==> config.mk <==
export PLATFORM = sky130hd
export DESIGN_NAME = move_scheduler
export DESIGN_NICKNAME = d
export VERILOG_FILES = /design/src/rtl/move_scheduler_pkg.sv /design/src/rtl/move_fifo.sv /design/src/rtl/move_scheduler.sv
export SDC_FILE = /design/constraint.sdc
export NUM_CORES = 1
export LEC_CHECK = 0
export ABC_AREA = 1
export CAP_MARGIN = 10
export CORE_MARGIN = 4
export CORE_UTILIZATION = 51
export CTS_CLUSTER_SIZE = 16
export DETAILED_ROUTE_END_ITERATION = 6
export PLACE_DENSITY = 0.74
export SETUP_SLACK_MARGIN = 0.05
export SLEW_MARGIN = 10
export SYNTH_ARGS = -nofsm -noshare
export SYNTH_HDL_FRONTEND = slang
export SYNTH_SLANG_ARGS = --single-unit
==> constraint.sdc <==
create_clock -name CLK -period 11.7 [get_ports CLK]
set_clock_uncertainty 0.05 [all_clocks]
set_input_delay 2.34 -clock CLK [delete_from_list [all_inputs] [get_ports CLK]]
set_output_delay 2.34 -clock CLK [all_outputs]
set_load 0.005 [all_outputs]
==> src/rtl/move_scheduler_pkg.sv <==
// Shared sizing defaults and state encoding for the move scheduler and its segment FIFO.
package move_scheduler_pkg;

    localparam int MOVE_BUFFER_BITS = 2;
    localparam int DUR_W            = 64;
    localparam int INC_W            = 64;
    localparam int DIV_W            = 24;

    typedef enum logic [1:0] {
        IDLE = 2'd0,
        LOAD = 2'd1,
        RUN  = 2'd2
    } state_t;

endpackage

==> src/rtl/move_fifo.sv <==
// Circular segment buffer: 2^DEPTH_BITS entries of flat segment words with push/pop/flush.
module move_fifo #(
    parameter int DEPTH_BITS = 2,
    parameter int WIDTH      = 8
) (
    input  logic                  CLK,
    input  logic                  resetn,
    input  logic                  push,
    input  logic                  pop,
    input  logic                  flush,
    input  logic [WIDTH-1:0]      wr_data,
    output logic [WIDTH-1:0]      rd_data,
    output logic [DEPTH_BITS:0]   count,
    output logic                  full,
    output logic                  empty
);

    localparam int DEPTH = 1 << DEPTH_BITS;

    logic [WIDTH-1:0]      mem [DEPTH];
    logic [DEPTH_BITS-1:0] wr_ptr;
    logic [DEPTH_BITS-1:0] rd_ptr;
    logic                  push_ok;
    logic                  pop_ok;

    assign full    = (count == (DEPTH_BITS+1)'(DEPTH));
    assign empty   = (count == '0);
    assign push_ok = push && !full && !flush;
    assign pop_ok  = pop && !empty && !flush;
    assign rd_data = mem[rd_ptr];

    // Storage is data only and carries no reset.
    always_ff @(posedge CLK) begin
        if (push_ok) begin
            mem[wr_ptr] <= wr_data;
        end
    end

    always_ff @(posedge CLK or negedge resetn) begin
        if (!resetn) begin
            wr_ptr <= '0;
            rd_ptr <= '0;
            count  <= '0;
        end else if (flush) begin
            rd_ptr <= wr_ptr;
            count  <= '0;
        end else begin
            if (push_ok) begin
                wr_ptr <= wr_ptr + 1'b1;
            end
            if (pop_ok) begin
                rd_ptr <= rd_ptr + 1'b1;
            end
            case ({push_ok, pop_ok})
                2'b10:   count <= count + 1'b1;
                2'b01:   count <= count - 1'b1;
                default: count <= count;
            endcase
        end
    end

endmodule

==> src/rtl/move_scheduler.sv <==
// Buffered move sequencer: queues DDA segments, releases them one at a time, divides CLK into DDA ticks.
// Optional abort/empty port `flush` is compiled in when MOVE_FLUSH_EN is defined.
module move_scheduler #(
    parameter int DEPTH_BITS = move_scheduler_pkg::MOVE_BUFFER_BITS,
    parameter int DUR_W      = move_scheduler_pkg::DUR_W,
    parameter int INC_W      = move_scheduler_pkg::INC_W,
    parameter int DIV_W      = move_scheduler_pkg::DIV_W
) (
    input  logic                    CLK,
    input  logic                    resetn,
    input  logic                    wr_valid,
    output logic                    wr_ready,
    input  logic                    wr_dir,
    input  logic [DUR_W-1:0]        wr_duration,
    input  logic signed [INC_W-1:0] wr_inc,
    input  logic signed [INC_W-1:0] wr_incinc,
    input  logic [DIV_W-1:0]        clock_divisor,
    output logic                    dda_start,
    output logic                    dda_tick,
    output logic                    dda_dir,
    output logic signed [INC_W-1:0] dda_inc,
    output logic signed [INC_W-1:0] dda_incinc,
    output logic                    busy,
    output logic [DEPTH_BITS:0]     count,
    output logic                    underrun,
    input  logic                    underrun_clr
`ifdef MOVE_FLUSH_EN
    ,
    input  logic                    flush
`endif
);

    import move_scheduler_pkg::*;

    localparam int SEG_W = 1 + DUR_W + 2 * INC_W;

    state_t                  state;
    state_t                  state_nxt;
    logic [DIV_W-1:0]        divcnt;
    logic [DIV_W-1:0]        eff_div_m1;
    logic [DUR_W-1:0]        remaining;
    logic                    act_dir;
    logic signed [INC_W-1:0] act_inc;
    logic signed [INC_W-1:0] act_incinc;

    logic [SEG_W-1:0]        seg_in;
    logic [SEG_W-1:0]        seg_head;
    logic                    head_dir;
    logic [DUR_W-1:0]        head_dur;
    logic signed [INC_W-1:0] head_inc;
    logic signed [INC_W-1:0] head_incinc;

    logic                    push;
    logic                    pop;
    logic                    last_tick;
    logic                    fifo_full;
    logic                    fifo_empty;
    logic                    flush_req;

`ifdef MOVE_FLUSH_EN
    assign flush_req = flush;
`else
    assign flush_req = 1'b0;
`endif

    assign seg_in      = {wr_dir, wr_duration, wr_inc, wr_incinc};
    assign head_dir    = seg_head[SEG_W-1];
    assign head_dur    = seg_head[SEG_W-2 -: DUR_W];
    assign head_inc    = seg_head[2*INC_W-1 -: INC_W];
    assign head_incinc = seg_head[INC_W-1:0];

    // Zero-length segments complete the handshake but never occupy a slot.
    assign wr_ready = !fifo_full;
    assign push     = wr_valid && wr_ready && (wr_duration != '0) && !flush_req;

    move_fifo #(
        .DEPTH_BITS (DEPTH_BITS),
        .WIDTH      (SEG_W)
    ) u_fifo (
        .CLK     (CLK),
        .resetn  (resetn),
        .push    (push),
        .pop     (pop),
        .flush   (flush_req),
        .wr_data (seg_in),
        .rd_data (seg_head),
        .count   (count),
        .full    (fifo_full),
        .empty   (fifo_empty)
    );

    always_comb begin
        state_nxt  = state;
        pop        = 1'b0;
        dda_start  = 1'b0;
        dda_tick   = 1'b0;
        last_tick  = 1'b0;
        eff_div_m1 = (clock_divisor == '0) ? '0 : clock_divisor - 1'b1;
        case (state)
            IDLE: begin
                if (!fifo_empty) begin
                    state_nxt = LOAD;
                end
            end
            LOAD: begin
                pop       = 1'b1;
                dda_start = 1'b1;
                state_nxt = RUN;
            end
            RUN: begin
                if (divcnt == eff_div_m1) begin
                    dda_tick = 1'b1;
                    if (remaining == DUR_W'(1)) begin
                        last_tick = 1'b1;
                        state_nxt = fifo_empty ? IDLE : LOAD;
                    end
                end
            end
            default: state_nxt = IDLE;
        endcase
        if (flush_req) begin
            state_nxt = IDLE;
            pop       = 1'b0;
            dda_start = 1'b0;
            dda_tick  = 1'b0;
            last_tick = 1'b0;
        end
    end

    always_ff @(posedge CLK or negedge resetn) begin
        if (!resetn) begin
            state      <= IDLE;
            divcnt     <= '0;
            remaining  <= '0;
            act_dir    <= 1'b0;
            act_inc    <= '0;
            act_incinc <= '0;
            underrun   <= 1'b0;
        end else begin
            state <= state_nxt;
            if (flush_req) begin
                divcnt    <= '0;
                remaining <= '0;
            end else if (state == LOAD) begin
                divcnt     <= '0;
                remaining  <= head_dur;
                act_dir    <= head_dir;
                act_inc    <= head_inc;
                act_incinc <= head_incinc;
            end else if (state == RUN) begin
                // divcnt wraps at 2^DIV_W if the divisor drops below it mid-segment.
                if (dda_tick) begin
                    divcnt    <= '0;
                    remaining <= remaining - 1'b1;
                end else begin
                    divcnt <= divcnt + 1'b1;
                end
            end
            if (last_tick && fifo_empty) begin
                underrun <= 1'b1;
            end else if (underrun_clr) begin
                underrun <= 1'b0;
            end
        end
    end

    // During the start pulse the outputs already show the segment being loaded.
    assign busy       = (state == LOAD) || (state == RUN);
    assign dda_dir    = (state == LOAD) ? head_dir    : act_dir;
    assign dda_inc    = (state == LOAD) ? head_inc    : act_inc;
    assign dda_incinc = (state == LOAD) ? head_incinc : act_incinc;

endmodule

# Word level (Yosys, flattened, before mapping)
# Memory sizes are Yosys's and may differ from the RTL's.
# Index checks and enable logic that the tools add are counted.
word_totals:
  ff_bits: 227
  mem_bits_rw: 772
  input_bits: 221
  out_inout_bits: 137
  word_cells: 72
  memories: 1
op_classes:
  n_addsub: 7
  n_eq_ne: 10
  n_mux: 26
  reduce_logical: 18
memory_table:
  columns: ["memory", "words", "word_bits", "read_ports", "rd_clocked_by_memory_dff", "wr", "line_no", "source"]
  rows:
  - ["u_fifo.mem", 4, 193, 1, 0, 1, "move_fifo.sv:20", "logic [WIDTH-1:0] mem [DEPTH];"]
ops:
  columns: ["cell", "count"]
  rows:
  - ["two-way mux 64 bit", 5]
  - ["two-way mux 24 bit", 4]
  - ["== test 64 x 1 -> 1 bit (second input constant)", 1]
  - ["nonzero test 64 bit", 1]
  - ["subtractor 64 x 1 -> 64 bit (second input constant)", 1]
  - ["adder 24 x 1 -> 24 bit (second input constant)", 1]
  - ["== test 24 bit", 1]
  - ["zero test 24 bit", 1]
  - ["subtractor 24 x 1 -> 24 bit (second input constant)", 1]
  - ["two-way mux 1 bit", 12]
  - ["nonzero test 2 bit", 4]
  - ["two-way mux 2 bit", 3]
  - ["!= test 2 bit (second input constant)", 3]
  - ["one-hot mux 2 bit (3 select lines)", 1]
  - ["one-hot mux 3 bit (2 select lines)", 1]
  - ["logical AND 1 bit", 5]
  - ["adder 2 x 1 -> 2 bit (second input constant)", 2]
  - ["== test 2 x 1 -> 1 bit (second input constant)", 2]
  - ["== test 2 bit (second input constant)", 2]
  - ["adder 3 x 1 -> 3 bit (second input constant)", 1]
  - ["== test 3 bit (second input constant)", 1]
  - ["zero test 3 bit", 1]
  - ["AND reduction 3 bit", 1]
  - ["subtractor 3 x 1 -> 3 bit (second input constant)", 1]
  - ["4 further kinds", 5]

# Longest topological paths before layout
logic_depth:
  ltp_word: 8
  mapped_depth: 20
  ltp_nobuf: 19

# Hierarchy
# A second synthesis with hierarchy kept.
hier_totals:
  hier_cells: 3845
  area_unflattened_um2: 41838.9
modules_own_cells:
  columns: ["mod", "n_inst", "cells_per_inst", "area_per_inst_um2", "seq_area_each_um2"]
  rows:
  - ["move_fifo", 1, 1933, 28867.7, 23357.4]
  - ["move_scheduler", 1, 1912, 12971.2, 5505.3]

# Worst setup path after synthesis
# No wires, ideal clock.
synth_path:
  path_type: "in2reg"
  start: "input port wr_duration[12]"
  end: "memory u_fifo.mem[0][0] in the netlist's numbering (enable)"
  setup_ns: 0.750
  t_arrival_ns: 10.856
  required_time_ns: 10.900
  path_slack_ns: 0.044
  cell_stages: 5
  path_buffers: 0
  cell_sequence: "nor4_1 > nand4_1 > nor4_1 > nand3b_1 > nor2_1"
synth_via:
  elab_chain_cells: 5
synth_lines:
  columns: ["item", "line_no", "source"]
  rows:
  - ["start: declaration", "move_scheduler.sv:14", "input logic [DUR_W-1:0] wr_duration,"]
  - ["nonzero test 64 bit", "move_scheduler.sv:74", "assign push = wr_valid && wr_ready && (wr_duration != '0) && !flush_req;"]
  - ["logical AND 1 bit", "move_scheduler.sv:74", null]
  - ["logical AND 1 bit", "move_fifo.sv:28", "assign push_ok = push && !full && !flush;"]
  - ["two-way mux 1 bit", "move_fifo.sv:34", "if (push_ok) begin"]
  - ["two-way mux 1 bit (implied by the code)", "move_fifo.sv:35", "mem[wr_ptr] <= wr_data;"]
  - ["end: declaration", "move_fifo.sv:20", null]
# Every way passes these cells.

# Final worst setup path
layout_path:
  start: "input port clock_divisor[2]"
  end: "output port dda_tick"
layout_via:
  elab_chain_cells: 5
  elab_cells_between_ends: 6
  classes_between: "add/sub: 1; eq/ne: 1; mux: 3; reduce/logical: 1"
layout_lines:
  columns: ["item", "line_no", "source"]
  rows:
  - ["start: declaration", "move_scheduler.sv:17", "input logic [DIV_W-1:0] clock_divisor,"]
  - ["subtractor 24 x 1 -> 24 bit or zero test 24 bit (tied branches)", "move_scheduler.sv:98", "eff_div_m1 = (clock_divisor == '0) ? '0 : clock_divisor - 1'b1;"]
  - ["two-way mux 24 bit *", "move_scheduler.sv:98", null]
  - ["== test 24 bit *", "move_scheduler.sv:111", "if (divcnt == eff_div_m1) begin"]
  - ["two-way mux 1 bit *", "move_scheduler.sv:111", null]
  - ["two-way mux 1 bit *", "move_scheduler.sv:99", "case (state)"]
  - ["end: declaration", "move_scheduler.sv:19", "output logic dda_tick,"]
# Mark *: on every way between the ends. The rest lies on a longest branch, timed or not.

==> flow_metrics.tcl <==
set metrics [dict create \
    outcome "finished with violations" \
    violations "design-rule violations" \
    average_instance_area_after_synthesis_sq_um 11.2 \
    cts.reportedPaths.clkPinSlew_ns 0.06 \
    die_x_um 293 \
    cellLeakagePower_nw 18.0 \
    drv_slew 0 \
    fill_cells 6197 \
    global_route.usage.met2_pct 37.8 \
    drt_iter0_drc 2520 \
    synth-warning-count 0 \
    setup_repair_after_global_routing_missed_its_margin "false" \
    placement.cell_area_sq_um 45700 \
    port-buffer-count 357 \
    final_instance_area_sq_um 49100 \
    num_rows 104 \
    post-route-util_pct 61.1 \
    final-hold-violation-count 0 \
    hold_path_class "register to register" \
    grt_pass1_wl_mm 154 \
    power.sequential.fraction_pct 39.2 \
    detail_route.drc_violations 3 \
    cellInternalPower_mw 8.31 \
    post_synthesis_cell_count 3691 \
    synth-simple-area-share_pct 15.8 \
    proportion_of_power_drawn_by_the_clock_network_pct 24.5 \
    post_cts.repair.setup_buffers 0 \
    via_count 28288 \
    drive_gt1_share_pct 5.41 \
    grt_max_degree 212 \
    grt_antenna_before_repair 20 \
    ir_drop_uv 269 \
    transition_time_of_the_tightest_slew_check_pin_ns 1.16 \
    final_period_minus_worst_setup_slack_ns 7.90 \
    gr-total-overflow 0 \
    ys_ff_latch 999 \
    clock_latency_reported_for_the_late_side_of_the_worst_skew_pair_ns 0.66 \
    cp_data_arrival_time_ns 5.51 \
    holdPathStages 2 \
    cts_hold_buf 0 \
    route.detailed.vias_per_inst 5.50 \
    power.net_switching_mw 4.69 \
    design.final.nets 4217 \
    arithmetic_cell_share_of_the_synthesized_area_counting_full_adders_half_adders_and_majority_gates_pct 0.442 \
    grt_busiest_layer "met2" \
    design.die.area_sq_um 85600 \
    finalCritPeriodShare_pct 67.6 \
    floorplan.die.height_um 293 \
    critical_path_required_ns 9.31 \
    post_synth_mux_area_share_pct 0 \
    multiInputGateArea_sq_um 11200 \
    achievable-frequency_ghz 0.127 \
    num_io_pins 358 \
    synthXorXnorAreaFrac_pct 1.71 \
    most_common_library_cell_in_the_layout_ignoring_fill_and_taps "sky130_fd_sc_hd__nor2_1" \
    htreeDepth 3 \
    clkSinkCount 999 \
    cts_root_buf "sky130_fd_sc_hd__clkbuf_16" \
    setup.worst_path.end_class "output port" \
    syn-cell-area_sq_um 41300 \
    tritoncts "built" \
    max-slew-margin-rel_pct 22.9 \
    floorplan.initialDensity_pct 51.4 \
    floorplan.core_area_sq_um 80400 \
    netlist-cell-type-count 50 \
    vias_in_the_first_global_route 27883 \
    globalplace.congestion 0.877 \
    wirelength_mm 99.8 \
    worst-path-max-fanout 13 \
    dominant_combinational_cell_family_by_area_after_synthesis "simple AND/OR/NAND/NOR gates" \
    clockBufferDepth 3 \
    sw_frac_of_total_pct 36.1 \
    synthesized_area_fraction_occupied_by_ao_oa_aoi_and_oai_cells_pct 8.97 \
    critPathLaunchType "input pin" \
    maxCapViolations 0 \
    synthesis.nets 3926 \
    cts_resized 0 \
    ys_seq_area_share_pct 69.9 \
    layout_common_cells "903 x sky130_fd_sc_hd__nor2_1, 772 x sky130_fd_sc_hd__edfxtp_1, 444 x sky130_fd_sc_hd__nand2_1" \
    met3_usage_pct 6.41 \
    hpwlAfterDp_mm 58.1 \
    drtPass1Iterations 7 \
    power-per-cell-area_nw_per_um2 265 \
    grt_util_met1_pct 29.3 \
    crit_type "input pin to output port" \
    register_area_sq_um 28900 \
    setup_tns_ns 0 \
    r2r.worst_path.cells 8 \
    combinationalPowerShare_pct 36.3 \
    finalSetupViolCount 0 \
    area.growth.synth_to_final_pct 18.9 \
    wire_per_inst_um 19.4 \
    postRouteAntennaNets 0 \
    tritoncts.num_buffers 99 \
    grt_util_all_layers_pct 22.9 \
]
## per-stage QoR
step / hold slack [ns] / worst slack, ns / total power [mW] / std cells
6_report: 0.434 / 3.80 / 13.0 / 5142
5_1_grt: 0.440 / 3.51 / 13.8 / 5134
4_1_cts: 0.430 / 3.78 / 13.1 / 5126
3_5_place_dp: 0.413 / 3.80 / 9.89 / 4941
3_3_place_gp: 0.407 / 3.81 / 9.80 / 4941
2_1_floorplan: 0.392 / 0.0443 / 8.07 / 3691
## power by group through the flow
| stage | Combinational (mW) | Sequential (mW) | Clock, mW |
|---|---|---|---|
| floorplan | 2.85 | 5.22 | 0 |
| global placement | 4.66 | 5.14 | 0 |
| detailed placement | 4.73 | 5.16 | 0 |
| CTS | 4.77 | 5.10 | 3.24 |
| global route | 5.26 | 5.17 | 3.40 |
| finish | 4.72 | 5.10 | 3.18 |
## Yosys cell counts, drive strengths merged
cell	n	area share, %
edfxtp	772	56
a22o	1	0.021
clkbuf	158	1.4
or2	8	0.12
nor3b	1	0.018
o22ai	41	0.62
nand2	449	4.1
inv	127	1.2
a211oi	1	0.018
a21boi	3	0.055
clkinv	1	0.0091
a221o	1	0.024
o22a	1	0.021
or3	1	0.015
a32oi	4	0.085
o21ai	399	4.8
nand4	47	0.71
nand3	131	1.6
fa	1	0.048
and2	1	0.015
a31o	1	0.021
o21bai	4	0.073
dfrtp	227	14
nand3b	2	0.036
xor2	52	1.1
a31oi	134	2.0
buf	43	0.65
xnor2	27	0.57
nor2	911	8.3
ha	13	0.39
a32o	15	0.36
o32ai	1	0.021
nor3	26	0.34
a21oi	49	0.59
o31ai	1	0.018
a221oi	4	0.085
nor4b	1	0.021
a21o	5	0.091
nor4	27	0.41
## worst max-delay path: stages
cell	delay (ns)
sky130_fd_sc_hd__clkdlybuf4s50_1	0.46
sky130_fd_sc_hd__nor2_1	0.12
sky130_fd_sc_hd__nand2_1	0.11
sky130_fd_sc_hd__nor2_1	0.73
sky130_fd_sc_hd__nand3_1	0.21
sky130_fd_sc_hd__nand3_1	0.14
sky130_fd_sc_hd__nand2_1	0.07
sky130_fd_sc_hd__nand2_1	0.08
sky130_fd_sc_hd__nand3_1	0.06
sky130_fd_sc_hd__or3_1	0.37
sky130_fd_sc_hd__nor2_1	0.11
sky130_fd_sc_hd__nand2_1	0.08
sky130_fd_sc_hd__nor2_1	0.13
sky130_fd_sc_hd__clkdlybuf4s50_1	0.51
## metal layers
| metal | vias to the layer above | wire length [um] | share of wire [%] |
|---|---|---|---|
| met4 | 8 | 3120 | 3.1 |
| met3 | 194 | 7750 | 7.8 |
| li1 | 13522 | - | - |
| met5 | - | 74 | 0.074 |
| met2 | 891 | 48400 | 49 |
| met1 | 13673 | 40400 | 40 |
## flip-flops by register name, summed over array words and instances (netlist names)
register	count
act_incinc	64
state	2
u_fifo.rd_ptr	2
divcnt	24
u_fifo.count	3
u_fifo.wr_ptr	2
act_inc	64
underrun	1
act_dir	1
u_fifo.mem	772
remaining	64
## worst paths after layout
kind / startpoint / endpoint / slack [ns]
worst max-delay path: clock_divisor[2] / dda_tick / 3.80
worst min-delay path: remaining[1]$_DFFE_PN0P_ / remaining[1]$_DFFE_PN0P_ / 0.43
worst max register to register: u_fifo.rd_ptr[0]$_DFFE_PN0P_ / remaining[16]$_DFFE_PN0P_ / 7.64
worst min register to register: remaining[1]$_DFFE_PN0P_ / remaining[1]$_DFFE_PN0P_ / 0.43
max in group asynchronous: resetn / u_fifo.rd_ptr[0]$_DFFE_PN0P_ / 7.93
min in group asynchronous: resetn / remaining[23]$_DFFE_PN0P_ / 1.55
## cells by family (layout without fill, tap and decap cells)
group                    after synthesis  after routing
flip-flops                           999            999
AO/OA/AOI/OAI                        665            665
AND/OR/NAND/NOR                     1605           1605
adder cells (fa/ha/maj)               14             14
buffers and inverters                329            704
XOR/XNOR                              79             79
other                                  0             16
## cell type report
| cell class | instances | area share, % |
|---|---|---|
| antenna | 16 | 0.0815 |
| clock buffer | 129 | 5.48 |
| clock inverter | 56 | 1.31 |
| inverter | 128 | 1.00 |
| multi-input combinational | 2363 | 22.7 |
| sequential | 999 | 58.8 |
| tap | 1060 | 2.70 |
| timing repair buffer | 391 | 7.91 |
No activity file was read; power rests on OpenSTA's default activity.
